File: src/rtl/sipo_shift_register_if.sv
// Serial-in / parallel-out bundle: serial bit in, window, word count and word strobe out.
// parity_out exists only when SIPO_PARITY_EN is defined.
interface sipo_shift_register_if #(
  parameter int WIDTH = 4
);
  localparam int CW = $clog2(WIDTH + 1);

  logic             shift_in;
  logic [WIDTH-1:0] parallel_out;
  logic [CW-1:0]    bit_count;
  logic             word_valid;
`ifdef SIPO_PARITY_EN
  logic             parity_out;

  modport master (
    output shift_in,
    input  parallel_out,
    input  bit_count,
    input  word_valid,
    input  parity_out
  );

  modport slave (
    input  shift_in,
    output parallel_out,
    output bit_count,
    output word_valid,
    output parity_out
  );
`else
  modport master (
    output shift_in,
    input  parallel_out,
    input  bit_count,
    input  word_valid
  );

  modport slave (
    input  shift_in,
    output parallel_out,
    output bit_count,
    output word_valid
  );
`endif
endinterface

File: src/rtl/sipo_shift_register.sv
// Serial-in/parallel-out shift register with word counter; SIPO_PARITY_EN adds parity_out.
// Latency: bit sampled at edge N is visible in parallel_out right after edge N.
// Backpressure: none, a bit is consumed on every non-reset edge.
module sipo_shift_register #(
  parameter int WIDTH     = 4,
  parameter bit MSB_FIRST = 1'b1
) (
  input  logic                  clk,
  input  logic                  rst,
  sipo_shift_register_if.slave  sif
);
  localparam int            CW   = $clog2(WIDTH + 1);
  localparam logic [CW-1:0] LAST = CW'(WIDTH - 1);

  logic [WIDTH-1:0] parallel_q, parallel_d, shifted;
  logic [CW-1:0]    bit_count_q, bit_count_d;
  logic             word_valid_q, word_valid_d;

  generate
    if (MSB_FIRST) begin : g_msb_first
      assign shifted = {parallel_q[WIDTH-2:0], sif.shift_in};
    end else begin : g_lsb_first
      assign shifted = {sif.shift_in, parallel_q[WIDTH-1:1]};
    end
  endgenerate

  // The window keeps sliding across word boundaries; only the counter wraps.
  always_comb begin
    parallel_d   = shifted;
    bit_count_d  = bit_count_q + CW'(1);
    word_valid_d = 1'b0;
    if (bit_count_q == LAST) begin
      bit_count_d  = '0;
      word_valid_d = 1'b1;
    end
  end

  always_ff @(posedge clk) begin
    if (rst) begin
      parallel_q   <= '0;
      bit_count_q  <= '0;
      word_valid_q <= 1'b0;
    end else begin
      parallel_q   <= parallel_d;
      bit_count_q  <= bit_count_d;
      word_valid_q <= word_valid_d;
    end
  end

  assign sif.parallel_out = parallel_q;
  assign sif.bit_count    = bit_count_q;
  assign sif.word_valid   = word_valid_q;

`ifdef SIPO_PARITY_EN
  logic parity_q, parity_d;

  // Parity tracks the value being loaded, so it lines up with parallel_out.
  always_comb begin
    parity_d = ^parallel_d;
  end

  always_ff @(posedge clk) begin
    if (rst) begin
      parity_q <= 1'b0;
    end else begin
      parity_q <= parity_d;
    end
  end

  assign sif.parity_out = parity_q;
`endif
endmodule

File: src/flat_wrapper.sv
// flat-port wrapper written by rule: the top's interface ports become plain ports
module sipo_shift_register_flat 
#(
  parameter int WIDTH     = 4,
  parameter bit MSB_FIRST = 1'b1
)
  (clk, rst, sif_shift_in, sif_parallel_out, sif_bit_count, sif_word_valid);
  sipo_shift_register_if #(.WIDTH(WIDTH)) sif_i ();
  input  logic clk;
  input  logic rst;
  input wire logic [$bits(sif_i.shift_in)-1:0] sif_shift_in;
  output wire logic [$bits(sif_i.parallel_out)-1:0] sif_parallel_out;
  output wire logic [$bits(sif_i.bit_count)-1:0] sif_bit_count;
  output wire logic [$bits(sif_i.word_valid)-1:0] sif_word_valid;
  assign sif_i.shift_in = sif_shift_in;
  assign sif_parallel_out = sif_i.parallel_out;
  assign sif_bit_count = sif_i.bit_count;
  assign sif_word_valid = sif_i.word_valid;
  sipo_shift_register #(.WIDTH(WIDTH), .MSB_FIRST(MSB_FIRST)) u_core (.clk(clk), .rst(rst), .sif(sif_i));
endmodule
File: config.mk
export PLATFORM = sky130hd
export DESIGN_NAME = sipo_shift_register_flat
export DESIGN_NICKNAME = d
export VERILOG_FILES = /design/src/rtl/sipo_shift_register_if.sv /design/src/rtl/sipo_shift_register.sv /design/src/flat_wrapper.sv
export SDC_FILE = /design/constraint.sdc
export NUM_CORES = 1
export LEC_CHECK = 0
export ABC_AREA = 1
export ABC_CLOCK_PERIOD_IN_PS = 2300
export CAP_MARGIN = 20
export CORE_AREA = 2 2 39 41
export CTS_CLUSTER_DIAMETER = 200
export DETAILED_ROUTE_END_ITERATION = 8
export DIE_AREA = 0 0 41 43
export HOLD_SLACK_MARGIN = 0.08
export PLACE_DENSITY_LB_ADDON = 0.05
export RECOVER_POWER = 25
export SYNTH_ARGS = -nofsm -noshare
export SYNTH_HDL_FRONTEND = slang
export SYNTH_SLANG_ARGS = --single-unit
File: constraint.sdc
create_clock -name clk -period 2.3 [get_ports clk]
set_input_delay 0.46 -clock clk [delete_from_list [all_inputs] [get_ports clk]]
set_output_delay 0.46 -clock clk [all_outputs]
set_load 0.02 [all_outputs]
==> run summary, run 1 <==
Final wirelength -> 400 µm
GPL Wtd Cong -> 0.598
Avg Vias per Cell -> 3.41
Max Cap Violations -> 0
Fraction of layout cells with a size suffix above 1 -> 12.5%
Pleak -> 0.172 nW
HP Class -> reg -> reg
Root Driver -> clkbuf_4
Final count of hold timing violations -> 0
Final Skew -> 0.000210 ns
Total GRT Usage -> 6.34%
Mapped cell area -> 251 µm²
Post-synth EDFFs -> 0
Post-Synthesis Cells -> 27
Max Fanout on Critical Path -> 3
Setup slack after layout -> 0.624 ns
Initial antenna violation count -> 0
Die ar. -> 1760 µm²
Clk_lat worst skew -> 0.25 ns
Comb power frac -> 15.6%
Async set-or-reset flop fraction in the synthesized netlist -> 0%
CTS H-tree lvls -> 1
Slew Limit Headroom -> 85.7%
Synth cell types -> 6
Data required, critical path -> 1.84 ns
Post-Synth Adder-Cell Area -> 9.95%
Max Fclk -> 597 MHz
Synth top area cells -> dfxtp_1, nor2_1, inv_1
CP delay by family, top -> buffers and inverters
First-pass GRT wire length -> 621 µm
Initial Utilization -> 18.2%
Worst r2r src -> u_core.sif.bit_count[0]
Hold_buf cts -> 0
Clock network fraction of total power -> 34.2%
Design area -> 394 µm²
Maximum VDD drop -> 0.173 mV
Final #Nets -> 47
DRT iter0 DRCs -> 3
Diode count -> 0
Yosys top cell by area -> dfxtp_1
Sw frac -> 24.2%
Status -> completed
Port bufs -> 10
CP arrival -> 1.22 ns
Remaining DRCs -> 0
CTS tree -> done
CTS buffer count -> 3
RSZ-0062 raised after global routing -> false
P_int -> 0.000231 W
Crit-path max cell delay -> 0.62 ns
Crit path cell chain -> clkdlybuf4s50_1
Postcts setup bufs -> 0
Mux share of post-synthesis cell area -> 0%
Vias -> 191
CP Capture Type -> primary output
Routed wire per std cell -> 7.14 µm
Clock Sinks -> 8
Register share of total power -> 50.1%
Syn_nets -> 32
Tmin final -> 1.68 ns
WP buf/inv -> 1
Worst-Margin Slew -> 0.214 ns
Rows -> 14
I/O Pins -> 11
Worst-path clk slew -> 0.05 ns
Hold wc startpoint -> u_core.sif.parallel_out[2]
Top_reg_cell synth -> dfxtp_1
Post-CTS Resized -> 0
Setup-failing EPs final -> 0
Ys Warns -> 0
Number of global-route vias before repair -> 161
XOR/XNOR Fraction of Synth Area -> 0%
Clk buf depth -> 2
Yosys reg bits -> 8
Setup crit start -> u_core.sif.bit_count[0]
Fill cells -> 148
Synth-to-Final Area Change -> 56.7%
Mapped Avg Cell Area -> 9.31 µm²
Largest net degree at the start of global routing -> 7
Slowest CP cell -> clkdlybuf4s50_1
Drt pass-1 iters -> 2
Die Span Y -> 43 µm
Setup_tns -> 0 ns
Pwr Density -> 774 nW/µm²
Core Region -> 1380 µm²
Type of origin of the critical path -> flop
Register area share after synthesis -> 63.7%
DP HPWL -> 329 µm
Commonest cells in the netlist -> dfxtp_1, nor2_1, inv_1
Synth Area in Compound Gates -> 0%
WS Path Type -> reg -> out
Sw power -> 0.0000739 W
Slew Limit Fails -> 0
Dpl cell area -> 372 µm²
Die W -> 41 µm
Total chip power -> 0.000305 W
Routed Antenna Nets -> 0
Grt ovf -> 0
Largest family of logic cells by synthesized area -> simple AND/OR/NAND/NOR gates
Worst Setup Slack post-DPL -> 0.882 ns
Period utilization -> 72.8%
Share of the synthesized area in the top cell type -> 63.7%
Simple-gate area share of the yosys netlist -> 14.4%
[metrics by stage]
stage / util [%] / instances / hold slack (ns)
after detailed placement: 26.9 / 53 / 0.412
after floorplan: - / 27 / 0.500
after CTS: 28.5 / 56 / 0.420
after global placement: 26.9 / 53 / 0.407
final: 28.5 / 56 / 0.415
after global routing: 28.5 / 56 / 0.433
[metal layers]
| layer | GRT usage (%) | wire, µm |
|---|---|---|
| met1 | 4.87 | 160 |
| met5 | 0 | 0 |
| met3 | 4.71 | 30 |
| met2 | 8.44 | 209 |
| met4 | 8.00 | 0 |
[layout by cell type, fill, tap and decap left out]
cell type,instances
clkdlybuf4s50_1,9
dlygate4sd3_1,1
nor2_1,8
dfxtp_1,8
ha_1,2
inv_1,7
clkbuf_4,3
inv_2,1
nand2_2,1
[cell families (layout without fill, tap and decap cells)]
| group | Yosys count | after routing |
|---|---|---|
| adders and majority gates | 2 | 2 |
| and+or+nand+nor | 9 | 9 |
| buffers and inverters | 8 | 21 |
| DFF | 8 | 8 |
[sequential cells by signal (all words and copies together) (netlist names)]
name,cells
u_core.sif.bit_count,3
u_core.sif.parallel_out,4
u_core.sif.word_valid,1
[cell type report]
class	instances	area, µm²	share of cell area (%)
inverters	8	30.0	7.62
well taps	16	20.0	5.08
repair buffers	10	100	25.4
clock buffers	3	22.5	5.71
multi-input cells	11	61.3	15.6
flip-flops and latches	8	160	40.6
[final timing paths]
kind                                                    to  slack [ns]  cells past startpoint
worst max-delay path                      sif_bit_count[0]        0.62                      1
worst min-delay path            u_core.sif.parallel_out[3]        0.42                      2
worst max register to register     u_core.sif.bit_count[1]        1.32                      5
worst min register to register  u_core.sif.parallel_out[3]        0.42                      2
[power groups by stage]
stage	logic, W	registers (W)	clock network [W]
3_3_place_gp	0.0000478	0.000155	0
3_5_place_dp	0.0000492	0.000156	0
5_1_grt	0.0000522	0.000154	0.000120
2_1_floorplan	0.0000126	0.000167	0
6_report	0.0000476	0.000153	0.000104
4_1_cts	0.0000492	0.000153	0.000113
Power figures use the tool's default switching activity.
==> run 2, diff against run 1 <==
ABC_CLOCK_PERIOD_IN_PS = 1300   (was 2300)
clock period = 1.3 ns   (was 2.3 ns; I/O delays follow)
==> run 2 against run 1 <==
Net effect: wire length is the same; clock-buffer cell count unchanged; first-iteration DRC count unchanged; largest cell class unchanged; clock power increased by 78%; largest power group unchanged; worst hold slack worse by 0.0027 ns.
==> run summary, run 2 (same netlist as run 1, synthesis figures left out) <==
I/O Pins -> 11 (unchanged)
CTS H-tree lvls -> 1 (unchanged)
Port bufs -> 10 (unchanged)
Clock Sinks -> 8 (unchanged)
First-pass GRT wire length -> 662 µm (+6.6%)
Avg Vias per Cell -> 3.41 (unchanged)
Grt ovf -> 0 (unchanged)
Total chip power -> 0.000528 W (+73%)
GPL Wtd Cong -> 0.598 (unchanged)
Clk buf depth -> 2 (unchanged)
Footprint of the multi-input gates -> 61.3 µm² (unchanged)
Final count of hold timing violations -> 0 (unchanged)
Core Region -> 1380 µm² (unchanged)
Routed wire per std cell -> 7.14 µm (unchanged)
Slew Limit Fails -> 0 (unchanged)
Comb power frac -> 13.9% (-1.7 points)
Routed Antenna Nets -> 0 (unchanged)
HP Class -> reg -> reg
Vias -> 191 (unchanged)
Worst-Margin Slew -> 0.214 ns (unchanged)
WS Path Type -> reg -> out
CP Capture Type -> primary output
Tmin final -> 1.20 ns
RSZ-0062 raised after global routing -> false
Die W -> 41 µm (unchanged)
Crit-path max cell delay -> 0.35 ns (-0.27 ns)
CTS tree -> done
Status -> completed
Worst-path clk slew -> 0.05 ns (about the same)
Maximum VDD drop -> 0.312 mV (+81%)
Leading cell types in the layout, fill and taps excluded -> nor2_1, dlygate4sd2_1, dfxtp_1
Die Span Y -> 43 µm (unchanged)
Max FFs per register -> 4 (unchanged)
Pleak -> 0.204 nW (+18%)
Worst Hold Path Cells -> 2 (unchanged)
Crit path cell chain -> dlygate4sd2_1
Setup-failing EPs final -> 0 (unchanged)
Data required, critical path -> 1.04 ns (-0.80 ns)
Initial Utilization -> 18.2% (unchanged)
CTS buffer count -> 3 (unchanged)
Number of global-route vias before repair -> 175 (+8.7%)
Total GRT Usage -> 6.65% (+0.30 points)
Clk_lat worst skew -> 0.25 ns (about the same)
Setup_tns -> 0 ns (unchanged)
Sw frac -> 24.7% (+0.41 points)
Diode count -> 0 (unchanged)
WP buf/inv -> 1 (unchanged)
Fraction of layout cells with a size suffix above 1 -> 12.5% (unchanged)
Final Skew -> 0.000210 ns (unchanged)
Fill cells -> 153 (+3.4%)
Pwr Density -> 1370 nW/µm² (+78%)
Critical Path Stages -> 1 (unchanged)
Max Cap Violations -> 0 (unchanged)
R2R depth -> 5 (unchanged)
Remaining DRCs -> 0 (unchanged)
Register area -> 160 µm² (unchanged)
Max Fanout on Critical Path -> 3 (unchanged)
P_int -> 0.000398 W (+72%)
Max Fclk -> 833 MHz
Final wirelength -> 400 µm (unchanged)
Root Driver -> clkbuf_4
Period utilization -> 92.3%
DRT iter0 DRCs -> 3 (unchanged)
Rows -> 14 (unchanged)
Hold_ws -> 0.413 ns (-0.00269 ns)
CP arrival -> 0.94 ns (-0.28 ns)
Final #Nets -> 47 (unchanged)
Final core occ -> 27.8% (-0.72 points)
Largest net degree at the start of global routing -> 7 (unchanged)
Slew Limit Headroom -> 85.7% (unchanged)
Sw power -> 0.000130 W (+76%)
Register share of total power -> 51.1% (+1.0 points)
Initial antenna violation count -> 0 (unchanged)
DP HPWL -> 329 µm (unchanged)
Slowest CP cell -> dfxtp_1
Type of origin of the critical path -> flop
Drt pass-1 iters -> 2 (unchanged)
Clock network fraction of total power -> 35.0% (+0.8 points)
Synth-to-Final Area Change -> 52.7%
Postcts setup bufs -> 0 (unchanged)
Die ar. -> 1760 µm² (unchanged)
CP delay by family, top -> flip-flops
[run 2: changes by cell type in the layout (fill, tap and decap cells not counted), sizes merged]
cell / change
clkdlybuf4s50: -8
dlygate4sd2: +8
[run 2: power groups by stage]
stage | Clock (W) | Combinational (W) | Sequential, W
floorplan | 0 | 0.0000223 | 0.000295
global placement | 0 | 0.0000846 | 0.000274
detailed placement | 0 | 0.0000870 | 0.000276
CTS | 0.000200 | 0.0000760 | 0.000270
global route | 0.000212 | 0.0000811 | 0.000272
finish | 0.000185 | 0.0000731 | 0.000270
[run 2: cell type report]
class | count | area share, %
sequential | 8 | 41.7
tap | 16 | 5.21
inverter | 8 | 7.82
multi-input combinational | 11 | 16.0
timing repair buffer | 10 | 23.5
clock buffer | 3 | 5.86
[run 2: metal layers]
layer  vias to the layer above  GRT usage (%)  wire (µm)
met5                         -              0          0
met4                         0           8.00          0
met3                         0           4.71         31
met2                         5           9.38        209
met1                        82           4.87        159
li1                        104              -          -
[run 2: through the flow]
stage,area [µm²],setup slack (ns),cells
finish,384,0.100,56
global route,384,0.0531,56
CTS,384,0.0791,56
detailed placement,372,0.0822,53
global placement,372,0.105,53
floorplan,251,0.287,27
[run 2: path summary, 6_finish.rpt]
path / from / endpoint / slack (ns)
setup reg to reg: u_core.sif.bit_count[0] / u_core.sif.bit_count[1] / 0.32
setup / recovery: u_core.sif.bit_count[0] / sif_bit_count[0] / 0.10
hold / removal: u_core.sif.parallel_out[2] / u_core.sif.parallel_out[3] / 0.41
hold reg to reg: u_core.sif.parallel_out[2] / u_core.sif.parallel_out[3] / 0.41
[run 2: repair_timing]
action | in CTS | in global routing
hold buffers | 0 | 0
resized for setup | 8 | 0
endpoints found under the setup margin | 8 | 0
==> run 3, diff against run 2 <==
CORE_AREA = 8 8 45 47   (was 2 2 39 41)
DIE_AREA = 0 0 53 55   (was 0 0 41 43)
==> run 3 against run 2 <==
Net effect: first-iteration DRC count did not move; register-to-register slack about the same; power is 0.52% higher; sequential power barely moved; fmax shrank 0.86%; critical path depth unchanged; critical path type unchanged; largest power group unchanged.
==> run summary, run 3 (same netlist as run 1, synthesis figures left out) <==
Core Region -> 1380 µm² (unchanged)
Slew Limit Headroom -> 84.4% (-1.3 points)
Number of global-route vias before repair -> 181 (+3.4%)
Routed wire per std cell -> 8.14 µm (+14%)
Slew Limit Fails -> 0 (unchanged)
Avg Vias per Cell -> 3.41 (unchanged)
Postcts setup bufs -> 0 (unchanged)
Fill cells -> 154 (+0.65%)
Total chip power -> 0.000530 W (+0.52%)
Leading cell types in the layout, fill and taps excluded -> nor2_1, dlygate4sd2_1, dfxtp_1
Fraction of layout cells with a size suffix above 1 -> 12.5% (unchanged)
Worst r2r src -> u_core.sif.bit_count[0]
Grt ovf -> 0 (unchanged)
Data required, critical path -> 1.04 ns (about the same)
Crit-path max cell delay -> 0.35 ns (about the same)
Pleak -> 0.204 nW (unchanged)
Clk buf depth -> 2 (unchanged)
First-pass GRT wire length -> 683 µm (+3.2%)
Die W -> 53 µm (+29%)
Max Cap Violations -> 0 (unchanged)
Routed Antenna Nets -> 0 (unchanged)
Final Skew -> 0.000193 ns (-0.0000166 ns)
CTS H-tree lvls -> 1 (unchanged)
RSZ-0062 raised after global routing -> false
Max Fanout on Critical Path -> 3 (unchanged)
Root Driver -> clkbuf_4
CP arrival -> 0.95 ns (about the same)
DP HPWL -> 381 µm (+16%)
CP delay by family, top -> flip-flops
Final wirelength -> 456 µm (+14%)
Diode count -> 0 (unchanged)
CP Capture Type -> primary output
Placed cell count -> 53 (unchanged)
Worst Setup Slack post-DPL -> 0.0851 ns (+0.00287 ns)
Slowest CP cell -> dfxtp_1
Setup_tns -> 0 ns (unchanged)
Die ar. -> 2920 µm² (+65%)
Critical Path Stages -> 1 (unchanged)
Final core occ -> 27.8% (unchanged)
WS Path Type -> reg -> out
CTS tree -> done
Max Fclk -> 826 MHz (-0.86%)
Synth-to-Final Area Change -> 52.7% (unchanged)
Vias -> 191 (unchanged)
CTS buffer count -> 3 (unchanged)
Total GRT Usage -> 3.61% (-3.0 points)
R2R depth -> 5 (unchanged)
Crit path cell chain -> dlygate4sd2_1
WP buf/inv -> 1 (unchanged)
Final Non-Filler Cells -> 56 (unchanged)
DRT iter0 DRCs -> 3 (unchanged)
Remaining DRCs -> 0 (unchanged)
Tmin final -> 1.21 ns (+0.0104 ns)
Period utilization -> 93.1% (+0.80 points)
Port bufs -> 10 (unchanged)
Final count of hold timing violations -> 0 (unchanged)
Max FFs per register -> 4 (unchanged)
Flop2flop setup slack -> 0.31 ns (about the same)
Worst setup path end -> sif_bit_count[0]
Final #Nets -> 47 (unchanged)
Die Span Y -> 55 µm (+28%)
Setup-failing EPs final -> 0 (unchanged)
Largest net degree at the start of global routing -> 7 (unchanged)
Clk_lat worst skew -> 0.25 ns (about the same)
Setup slack after layout -> 0.0898 ns (-0.0104 ns)
Clock Sinks -> 8 (unchanged)
I/O Pins -> 11 (unchanged)
GPL Wtd Cong -> 0.607 (+1.5%)
Rows -> 14 (unchanged)
Worst-path clk slew -> 0.05 ns (about the same)
HP Class -> reg -> reg
Initial Utilization -> 18.2% (unchanged)
Setup crit start -> u_core.sif.bit_count[0]
Pwr Density -> 1380 nW/µm² (+0.52%)
Reg-to-reg endpoint -> u_core.sif.bit_count[0]
Worst-Margin Slew -> 0.233 ns (+0.0192 ns)
Status -> completed
Type of origin of the critical path -> flop
Maximum VDD drop -> 0.469 mV (+50%)
Drt pass-1 iters -> 2 (unchanged)
Initial antenna violation count -> 0 (unchanged)
==> run 3: area by class of cell <==
type	count	area [µm²]	share of cell area, %
Multi-Input combinational cell	11	61.3	16.0
Clock buffer	3	22.5	5.86
Inverter	8	30.0	7.82
Timing Repair Buffer	10	90.1	23.5
Sequential cell	8	160	41.7
Tap cell	16	20.0	5.21
==> run 3: per-stage QoR <==
step | instance area [µm²] | hold slack, ns
6_report | 384 | 0.416
2_1_floorplan | 251 | 0.331
4_1_cts | 384 | 0.418
5_1_grt | 384 | 0.429
3_3_place_gp | 372 | 0.407
3_5_place_dp | 372 | 0.413
==> run 3: timing repair <==
action	in CTS	in global routing
endpoints found under the hold margin	0	0
endpoints found under the setup margin	8	0
resized for setup	8	0
hold buffers	0	0
==> run 3: how the worst min path moves through the flow <==
stage | from | to | slack (ns) | depth (start not counted)
CTS | u_core.sif.parallel_out[1] | u_core.sif.parallel_out[2] | 0.42 | 2
global placement | u_core.sif.parallel_out[0] | u_core.sif.parallel_out[1] | 0.41 | 2
global route | u_core.sif.parallel_out[1] | u_core.sif.parallel_out[2] | 0.43 | 2
finish | u_core.sif.parallel_out[0] | u_core.sif.parallel_out[1] | 0.42 | 2
floorplan | rst | u_core.sif.parallel_out[0] | 0.33 | 1
detailed placement | u_core.sif.parallel_out[1] | u_core.sif.parallel_out[2] | 0.41 | 2
==> run 3: routing by layer <==
layer / global-route usage [%] / vias to the layer above / routed length (µm)
met5: 0 / - / 0
li1: - / 104 / -
met2: 4.88 / 5 / 224
met1: 2.74 / 82 / 180
met4: 5.17 / 0 / 0
met3: 2.94 / 0 / 50
==> run 3: report_power, final <==
group	internal (W)	leakage, nW	total (W)	switching (W)
clock network	0.000105	0.0138	0.000187	0.0000814
logic	0.0000305	0.124	0.0000741	0.0000437
registers	0.000262	0.0657	0.000269	0.00000789
total	0.000397	0.204	0.000530	0.000133
